### config.mk
export PLATFORM = sky130hd
export DESIGN_NAME = fm_hop_sched
export DESIGN_NICKNAME = d
export VERILOG_FILES = /design/src/rtl/fm_ctrl_pkg.sv /design/src/rtl/fm_hop_table.sv /design/src/rtl/fm_hop_sched.sv
export SDC_FILE = /design/constraint.sdc
export NUM_CORES = 1
export LEC_CHECK = 0
export ABC_AREA = 1
export BUFFER_PORTS_ARGS = -buffer_cell sky130_fd_sc_hd__buf_2
export CAP_MARGIN = 5
export CORE_MARGIN = 4
export CORE_UTILIZATION = 55
export DETAILED_ROUTE_END_ITERATION = 8
export PLACE_DENSITY = 0.76
export SKIP_LAST_GASP = 1
export SYNTH_ARGS = -nofsm -noshare
export SYNTH_HDL_FRONTEND = slang
export SYNTH_SLANG_ARGS = --single-unit
export TNS_END_PERCENT = 1
### constraint.sdc
create_clock -name clk -period 3.7 [get_ports clk]
set_input_delay 0.185 -clock clk [delete_from_list [all_inputs] [get_ports clk]]
set_output_delay 0.185 -clock clk [all_outputs]
set_load 0.05 [all_outputs]
### src/rtl/fm_ctrl_pkg.sv
`default_nettype none
// ============================================================================
// Module      : fm_ctrl_pkg
// Description : Shared types and default widths for the FM hop scheduler.
// Revision    : 1.0 - initial release
// ============================================================================
package fm_ctrl_pkg;

    localparam int C_W  = 32;
    localparam int C_DW = 16;

    typedef enum logic [0:0] {
        ST_IDLE = 1'b0,
        ST_RUN  = 1'b1
    } state_t;

    typedef struct packed {
        logic [C_W-1:0]  kc;
        logic [C_W-1:0]  kmax;
        logic [C_DW-1:0] dwell;
    } hop_entry_t;

endpackage
`default_nettype wire

### src/rtl/fm_hop_table.sv
`default_nettype none
// ============================================================================
// Module      : fm_hop_table
// Description : Hop entry register file, synchronous write and clear,
//               combinational read.
// Revision    : 1.0 - initial release
// ============================================================================
module fm_hop_table #(
    parameter int W     = 32,
    parameter int DEPTH = 8,
    parameter int AW    = 3,
    parameter int DW    = 16
) (
    input  logic          clk,
    input  logic          rst,
    input  logic          we,
    input  logic [AW-1:0] wr_addr,
    input  logic [W-1:0]  wr_kc,
    input  logic [W-1:0]  wr_kmax,
    input  logic [DW-1:0] wr_dwell,
    input  logic [AW-1:0] rd_addr,
    output logic [W-1:0]  rd_kc,
    output logic [W-1:0]  rd_kmax,
    output logic [DW-1:0] rd_dwell
);

    logic [W-1:0]  r_kc    [DEPTH];
    logic [W-1:0]  r_kmax  [DEPTH];
    logic [DW-1:0] r_dwell [DEPTH];

    always_ff @(posedge clk) begin
        if (rst) begin
            for (int i = 0; i < DEPTH; i++) begin
                r_kc[i]    <= '0;
                r_kmax[i]  <= '0;
                r_dwell[i] <= '0;
            end
        end else if (we) begin
            r_kc[wr_addr]    <= wr_kc;
            r_kmax[wr_addr]  <= wr_kmax;
            r_dwell[wr_addr] <= wr_dwell;
        end
    end

    assign rd_kc    = r_kc[rd_addr];
    assign rd_kmax  = r_kmax[rd_addr];
    assign rd_dwell = r_dwell[rd_addr];

endmodule
`default_nettype wire

### src/rtl/fm_hop_sched.sv
`default_nettype none
// ============================================================================
// Module      : fm_hop_sched
// Description : Frequency-hopping scheduler driving FM modulator kc / k_max
//               from a programmable hop table with per-entry dwell.
// Revision    : 1.0 - initial release
// ============================================================================
module fm_hop_sched
    import fm_ctrl_pkg::*;
#(
    parameter int W     = 32,
    parameter int DEPTH = 8,
    parameter int AW    = 3,
    parameter int DW    = 16
) (
    input  logic          clk,
    input  logic          rst,
    input  logic          cfg_we,
    input  logic [AW-1:0] cfg_addr,
    input  logic [W-1:0]  cfg_kc,
    input  logic [W-1:0]  cfg_kmax,
    input  logic [DW-1:0] cfg_dwell,
    input  logic [AW:0]   num_hops,
    input  logic          loop_en,
    input  logic [W-1:0]  idle_kc,
    input  logic          start,
    input  logic          stop,
    output logic [W-1:0]  kc_out,
    output logic [W-1:0]  k_max_out,
    output logic [AW-1:0] hop_idx,
    output logic          hop_strobe,
    output logic          busy,
    output logic          done,
    output logic          cfg_err
);

    localparam logic [AW:0] C_DEPTH = (AW+1)'(DEPTH);

    state_t        r_state, w_state_nxt;
    logic [AW-1:0] r_idx, w_idx_nxt;
    logic [DW-1:0] r_cnt, w_cnt_nxt;
    logic [AW:0]   r_num, w_num_nxt;
    logic [W-1:0]  r_kc, w_kc_nxt;
    logic [W-1:0]  r_kmax, w_kmax_nxt;
    logic          r_strobe, w_strobe_nxt;
    logic          r_busy, w_busy_nxt;
    logic          r_done, w_done_nxt;
    logic          r_err, w_err_nxt;

    logic          w_tbl_we;
    logic          w_last;
    logic          w_byp;
    logic          w_start_ok;
    logic [AW-1:0] w_rd_addr;
    logic [W-1:0]  w_rd_kc, w_rd_kmax, w_ent_kc, w_ent_kmax;
    logic [DW-1:0] w_rd_dwell, w_ent_dwell, w_ent_cnt;

    assign w_tbl_we   = cfg_we && (r_state == ST_IDLE);
    assign w_last     = ({1'b0, r_idx} == (r_num - 1'b1));
    assign w_rd_addr  = (r_state == ST_RUN && !w_last) ? r_idx + 1'b1 : '0;
    assign w_start_ok = start && !stop && (num_hops != '0) && (num_hops <= C_DEPTH);

    fm_hop_table #(
        .W     (W),
        .DEPTH (DEPTH),
        .AW    (AW),
        .DW    (DW)
    ) u_table (
        .clk      (clk),
        .rst      (rst),
        .we       (w_tbl_we),
        .wr_addr  (cfg_addr),
        .wr_kc    (cfg_kc),
        .wr_kmax  (cfg_kmax),
        .wr_dwell (cfg_dwell),
        .rd_addr  (w_rd_addr),
        .rd_kc    (w_rd_kc),
        .rd_kmax  (w_rd_kmax),
        .rd_dwell (w_rd_dwell)
    );

    // A write landing on the entry being launched this cycle must be seen
    // by the new sequence, so forward it around the register file.
    assign w_byp       = w_tbl_we && (cfg_addr == w_rd_addr);
    assign w_ent_kc    = w_byp ? cfg_kc    : w_rd_kc;
    assign w_ent_kmax  = w_byp ? cfg_kmax  : w_rd_kmax;
    assign w_ent_dwell = w_byp ? cfg_dwell : w_rd_dwell;
    assign w_ent_cnt   = (w_ent_dwell == '0) ? '0 : w_ent_dwell - 1'b1;

    always_comb begin
        w_state_nxt  = r_state;
        w_idx_nxt    = r_idx;
        w_cnt_nxt    = r_cnt;
        w_num_nxt    = r_num;
        w_kc_nxt     = r_kc;
        w_kmax_nxt   = r_kmax;
        w_busy_nxt   = r_busy;
        w_strobe_nxt = 1'b0;
        w_done_nxt   = 1'b0;
        w_err_nxt    = 1'b0;
        case (r_state)
            ST_IDLE: begin
                w_kc_nxt   = idle_kc;
                w_kmax_nxt = '0;
                w_idx_nxt  = '0;
                w_busy_nxt = 1'b0;
                if (w_start_ok) begin
                    w_state_nxt  = ST_RUN;
                    w_kc_nxt     = w_ent_kc;
                    w_kmax_nxt   = w_ent_kmax;
                    w_cnt_nxt    = w_ent_cnt;
                    w_num_nxt    = num_hops;
                    w_strobe_nxt = 1'b1;
                    w_busy_nxt   = 1'b1;
                end else if (start && !stop) begin
                    w_err_nxt = 1'b1;
                end
            end
            ST_RUN: begin
                w_err_nxt = cfg_we;
                if (stop || (r_cnt == '0 && w_last && !loop_en)) begin
                    w_state_nxt = ST_IDLE;
                    w_kc_nxt    = idle_kc;
                    w_kmax_nxt  = '0;
                    w_idx_nxt   = '0;
                    w_busy_nxt  = 1'b0;
                    w_done_nxt  = !stop;
                end else if (r_cnt != '0) begin
                    w_cnt_nxt = r_cnt - 1'b1;
                end else begin
                    w_idx_nxt    = w_rd_addr;
                    w_kc_nxt     = w_ent_kc;
                    w_kmax_nxt   = w_ent_kmax;
                    w_cnt_nxt    = w_ent_cnt;
                    w_strobe_nxt = 1'b1;
                end
            end
            default: w_state_nxt = ST_IDLE;
        endcase
    end

    always_ff @(posedge clk) begin
        if (rst) begin
            r_state  <= ST_IDLE;
            r_idx    <= '0;
            r_cnt    <= '0;
            r_num    <= '0;
            r_kc     <= '0;
            r_kmax   <= '0;
            r_strobe <= 1'b0;
            r_busy   <= 1'b0;
            r_done   <= 1'b0;
            r_err    <= 1'b0;
        end else begin
            r_state  <= w_state_nxt;
            r_idx    <= w_idx_nxt;
            r_cnt    <= w_cnt_nxt;
            r_num    <= w_num_nxt;
            r_kc     <= w_kc_nxt;
            r_kmax   <= w_kmax_nxt;
            r_strobe <= w_strobe_nxt;
            r_busy   <= w_busy_nxt;
            r_done   <= w_done_nxt;
            r_err    <= w_err_nxt;
        end
    end

    assign kc_out     = r_kc;
    assign k_max_out  = r_kmax;
    assign hop_idx    = r_idx;
    assign hop_strobe = r_strobe;
    assign busy       = r_busy;
    assign done       = r_done;
    assign cfg_err    = r_err;

endmodule
`default_nettype wire

## Word level (Yosys, flattened, before mapping)

Memories as Yosys holds them, arrays and structs flattened.
Index checks and enable logic that the tools add are counted.

- Register bits: 92
- Bits in latches: 0
- Bits in writable memories: 640
- ROM bits: 0
- Bits of input ports: 125
- Output and inout bits: 71
- Logic and storage cells: 93
- Memories: 3

- Add/sub/neg operators: 4
- Multiply operators: 0
- Div/mod/pow operators: 0
- Order comparisons: 1
- Equal/unequal tests: 6
- Shift-type cells: 0
- Mux-type cells: 45
- Bitwise logic cells: 2
- Reductions and logical operators: 22

Memory list:

| memory | depth | bits a word | rd ports | clocked after memory_dff | write ports | RTL line | text |
|---|---|---|---|---|---|---|---|
| u_table.r_kc | 8 | 32 | 1 | 0 | 8 | fm_hop_table.sv:27 | `logic [W-1:0] r_kc [DEPTH];` |
| u_table.r_kmax | 8 | 32 | 1 | 0 | 8 | fm_hop_table.sv:28 | `logic [W-1:0] r_kmax [DEPTH];` |
| u_table.r_dwell | 8 | 16 | 1 | 0 | 8 | fm_hop_table.sv:29 | `logic [DW-1:0] r_dwell [DEPTH];` |

Operator list:

| kind | number |
|---|---|
| 2-to-1 mux 32 bit | 10 |
| one-hot mux 32 bit (2 select lines) | 2 |
| 2-to-1 mux 16 bit | 6 |
| OR reduction 32 bit | 2 |
| zero test 16 bit | 2 |
| one-hot mux 16 bit (2 select lines) | 1 |
| subtractor 16 x 1 -> 16 bit, second input constant | 2 |
| 2-to-1 mux 3 bit | 6 |
| nonzero test 16 bit | 1 |
| OR reduction 16 bit | 1 |
| 2-to-1 mux 1 bit | 15 |
| logical AND 1 bit | 8 |
| one-hot mux 1 bit (2 select lines) | 4 |
| one-hot mux 3 bit (2 select lines) | 1 |
| == test 3 x 4 -> 1 bit | 1 |
| <= comparator 4 bit, second input constant | 1 |
| != test 2 bit, second input constant | 2 |
| AND reduction 2 bit | 2 |
| nonzero test 4 bit | 1 |
| subtractor 4 x 1 -> 4 bit, second input constant | 1 |
| adder 3 x 1 -> 3 bit, second input constant | 1 |
| == test 3 bit | 1 |
| zero test 1 bit | 3 |
| != test 3 bit, second input constant | 1 |
| other kinds (4) | 5 |

## Longest topological paths before layout

- Depth in word-level cells: 13
- Depth in mapped cells: 27

## By module

A second synthesis with hierarchy kept.

- Cell total of the unflattened synthesis: 4451
- Area total of the unflattened synthesis: 36994.2 um2

Modules (own cells, without submodules):

| module | instances | cells each | area each (um2) | seq. area each (um2) |
|---|---|---|---|---|
| fm_hop_table | 1 | 3578 | 31277.5 | 19218.4 |
| fm_hop_sched | 1 | 873 | 5716.7 | 1841.8 |

## Worst setup path after synthesis

Ideal clock, no wire load.

- Path kind: input port to flip-flop
- From: input rst
- To: memory u_table.r_dwell[0][0], enable pin
- Library setup time: 0.793 ns
- Data arrival time: 2.697 ns
- Slack: 0.210 ns
- Stages on the path: 7
- Buffers on the path: 2
- Cells stage by stage: clkbuf_1 -> clkinv_1 -> nand3_1 -> nor2_1 -> nand2_1 -> clkbuf_1 -> nand2_1

RTL lines:

| item | RTL line | text |
|---|---|---|
| from (decl) | fm_hop_sched.sv:17 | `input logic rst,` |
| to (decl) | fm_hop_table.sv:29 |  |

## Worst setup path after layout

- From: register r_num[0]
- To: register r_cnt[4]

- Cells in the longest elaborated chain, start to end: 13
- Elaborated cells between the ends (all ways): 21
- Classes of those cells: add/sub (2); eq/ne (3); mux (7); reduce/logical (8); memory (1)

Ends and longest elaborated chain:

| item | RTL line | text |
|---|---|---|
| from (decl) | fm_hop_sched.sv:42 | `logic [AW:0] r_num, w_num_nxt;` |
| from (signal assigned) | fm_hop_sched.sv:158 | `r_num <= w_num_nxt;` |
| subtractor 4 x 1 -> 4 bit * | fm_hop_sched.sv:59 | `assign w_last = ({1'b0, r_idx} == (r_num - 1'b1));` |
| == test 3 x 4 -> 1 bit * | fm_hop_sched.sv:59 |  |
| branches (longest 11 deep; another with memory read (8 x 16 bit)) | n/a |  |
| to (signal assigned) | fm_hop_sched.sv:157 | `r_cnt <= w_cnt_nxt;` |
| to (decl) | fm_hop_sched.sv:41 | `logic [DW-1:0] r_cnt, w_cnt_nxt;` |

Mark *: on every way between the ends. The select of a mux whose other input is x is not followed.
A chain may end at the register's enable or synchronous reset.

==> impl_results.rst <==
.. list-table::
   :header-rows: 1

   * - Metric
     - Value
   * - Status
     - complete, no violations
   * - Highest clock rate
     - 295 MHz
   * - Detailed-route vias per instance
     - 6.01
   * - Residual DRC count
     - 0
   * - Final count of negative-setup-slack endpoints
     - 0
   * - Endpoint arrival time on the critical path
     - 3890 ps
   * - Fin crit period
     - 3390 ps
   * - TritonCTS Buffers
     - 77
   * - Half-perimeter wire length after detailed placement
     - 51200 um
   * - Crit end category
     - flop
   * - Flip-flop cell with the highest count after synthesis
     - edfxtp_1
   * - First-pass iteration count of the detailed router
     - 6
   * - Via total after detailed routing
     - 26600
   * - Critical-path maximum fanout
     - 29
   * - Mean post-synth cell area
     - 9.79 um^2
   * - Share of cells above drive strength 1
     - 12.6%
   * - Worst setup slack after layout
     - 313 ps
   * - Number of enable-type register cells in the synthesized netlist
     - 640
   * - Worst clock skew on the final layout
     - 17.5 ps
   * - Gate count after technology mapping
     - 3407
   * - Yosys reg bits
     - 732
   * - Effective utilization at floorplan
     - 56.1%
   * - Critical path type
     - reg -> reg
   * - Routability congestion estimate from global placement
     - 0.834
   * - Worst slew margin
     - 15.8%
   * - Setup WS pre-CTS
     - 186 ps
   * - Die width
     - 254 um
   * - Clock Path Buffers
     - 3
   * - Fin util
     - 64.7%
   * - Number of max-slew violations in the final report
     - 0
   * - IO Pins
     - 196
   * - Average wire per standard cell
     - 21.3 um
   * - Post-route ant nets
     - 0
   * - Floorplan die area
     - 64600 um^2
   * - Overall global routing resource usage
     - 28.6%
   * - Max-cap violations
     - 0
   * - Synthesis-to-finish area growth
     - 15.5%
   * - Number of global-route vias before repair
     - 25700
   * - Sinks on Clock Net
     - 732
   * - Buffers on Ports
     - 195
   * - RSZ-0062 raised after global routing
     - no
   * - Nets
     - 3719
   * - Gr ovfl total
     - 0
   * - Net count after synthesis
     - 3536
   * - CTS clk-pin slew, worst paths
     - 60 ps
   * - Part of the Yosys area used for sequential elements
     - 63.2%
   * - Measured slew at the worst slew-check pin
     - 1260 ps
   * - Minimum setup slack among reg-to-reg paths
     - 310 ps
   * - Share of flip-flops with an asynchronous set or reset after synthesis
     - 0%
   * - Count of placed standard cells in the final layout, fillers left out
     - 4427
   * - Library cells used by synthesis
     - 38
   * - Wire length of the first global-routing pass
     - 144000 um
   * - Areal power density over the cells
     - 487 nW/um^2
   * - Category of the worst setup path launch point
     - flop
   * - Placed cell count
     - 4207
   * - Maximum vdd ir drop
     - 0.000377 V
   * - Height of the die
     - 254 um
   * - Synth warn
     - 0
   * - Pin count of the biggest net entering global routing
     - 130
   * - Number of antenna violations at the first check in global routing
     - 1
   * - Clock latency reported for the late side of the worst-skew pair
     - 630 ps
   * - Reported leakage power
     - 0.0159 uW
   * - Setup TNS Final
     - 0 ps
   * - Violation count after the first detailed-routing iteration
     - 3063
   * - Required time of the critical path
     - 4200 ps
   * - TritonCTS clock tree
     - yes
   * - Area of the mapped netlist
     - 33300 um^2
   * - Worst Hold Class
     - in -> reg
   * - Period utilization
     - 91.5%
   * - Total wire length
     - 94500 um
   * - Root buffer cell
     - clkbuf_16
   * - H-tree Lvls
     - 3
   * - Number of hold violations in the final report
     - 0
   * - Row count
     - 89
   * - Core area
     - 59500 um^2
## placed cells by master (no fill, tap or decap), drive strengths merged, types with 82 or more instances in the layout
cell	n
inv	177
nand3	311
a221oi	82
dfxtp	92
edfxtp	640
a21oi	138
o21ai	97
buf	279
nand2	594
nor2	751
clkbuf	117
## final timing paths
path / start / to / depth (start not counted)
max: r_num[0]$_SDFFE_PP0P_ / r_cnt[4]$_SDFFE_PP0P_ / 21
min: cfg_kc[26] / u_table.r_kc[5][26]$_SDFFCE_PN0P_ / 3
max reg2reg: r_num[0]$_SDFFE_PP0P_ / r_cnt[4]$_SDFFE_PP0P_ / 21
min reg2reg: kc_out[19]$_SDFFE_PP0P_ / kc_out[19]$_SDFFE_PP0P_ / 2
## metrics by stage
stage               hold slack, ps  total power (uW)  instance area (um^2)
floorplan                      262             10500                 33300
global placement               424             11000                 35100
detailed placement             426             11000                 35100
CTS                           7.77             18800                 38400
global route                  20.5             19300                 38500
finish                        38.0             18800                 38500
## cells by family after synthesis
group                    Yosys count  synth area share, %
XOR/XNOR                          19                0.499
buffers and inverters            455                 5.53
adder cells (fa/ha/maj)            4                0.150
AO/OA/AOI/OAI                    418                 7.89
flip-flops                       732                 63.2
AND/OR/NAND/NOR                 1779                 22.8
## power breakdown
| group | switching, uW | internal, uW |
|---|---|---|
| clock | 3200 | 4590 |
| sequential | 107 | 9270 |
| combinational | 1140 | 451 |
## what timing repair did
| action | in CTS | in global routing |
|---|---|---|
| endpoints found under the hold margin | 166 | 0 |
| setup endpoints to repair | 0 | 15 |
| hold buffers | 71 | 0 |
| gates resized for setup | 0 | 6 |
| setup buffers | 0 | 5 |
## cell type report
class / count / area (um^2)
clock inverter: 26 / 277
inverter: 208 / 793
timing repair buffer: 351 / 2540
tap: 773 / 967
clock buffer: 116 / 2270
multi-input combinational: 2220 / 10600
fill: 4550 / 21000
antenna: 1 / 2.50
sequential: 732 / 21100
## flip-flops by register name (all words and copies together) (netlist names)
name,cells
busy,1
cfg_err,1
done,1
hop_idx,3
hop_strobe,1
k_max_out,32
kc_out,32
r_cnt,16
r_num,4
r_state,1
u_table.r_dwell,128
u_table.r_kc,256
u_table.r_kmax,256
## critical path: stages (launching register included)
cell and delay, ps:
dfxtp_1 340, inv_1 80, ha_1 310, xnor2_1 140, nor2_2 130, nand3_4 180, nand3_4 160, buf_12 160
buf_4 350, nor2_1 70, o21ai_1 90, nand3_1 80, nand3_1 140, nand2_1 140, nor2_2 160, nand2_2 90
nor2_4 130, nand3_2 100, nand2_2 130, inv_2 100, nand2_1 70, a21oi_1 60
## Yosys cell counts (all sizes together) (65+ instances only)
cell type / instances / area share (%)
o211ai: 65 / 1.5
clkbuf: 168 / 1.9
nand3: 311 / 4.8
inv: 174 / 2.0
dfxtp: 92 / 5.5
a21oi: 138 / 2.1
edfxtp: 640 / 58
nor2: 751 / 8.6
buf: 79 / 1.3
nand2: 594 / 6.8
a221oi: 82 / 2.2
o21ai: 97 / 1.5
## routing by layer
metal / track usage, % / vias to the layer above / routed length (um)
li1: - / 12100 / -
met1: 38.7 / 12700 / 35900
met2: 47.1 / 1560 / 45000
met3: 5.28 / 236 / 10500
met4: 10.0 / 0 / 3020
met5: 0 / - / 0
Note: power is estimated with default switching activity, not from simulation.
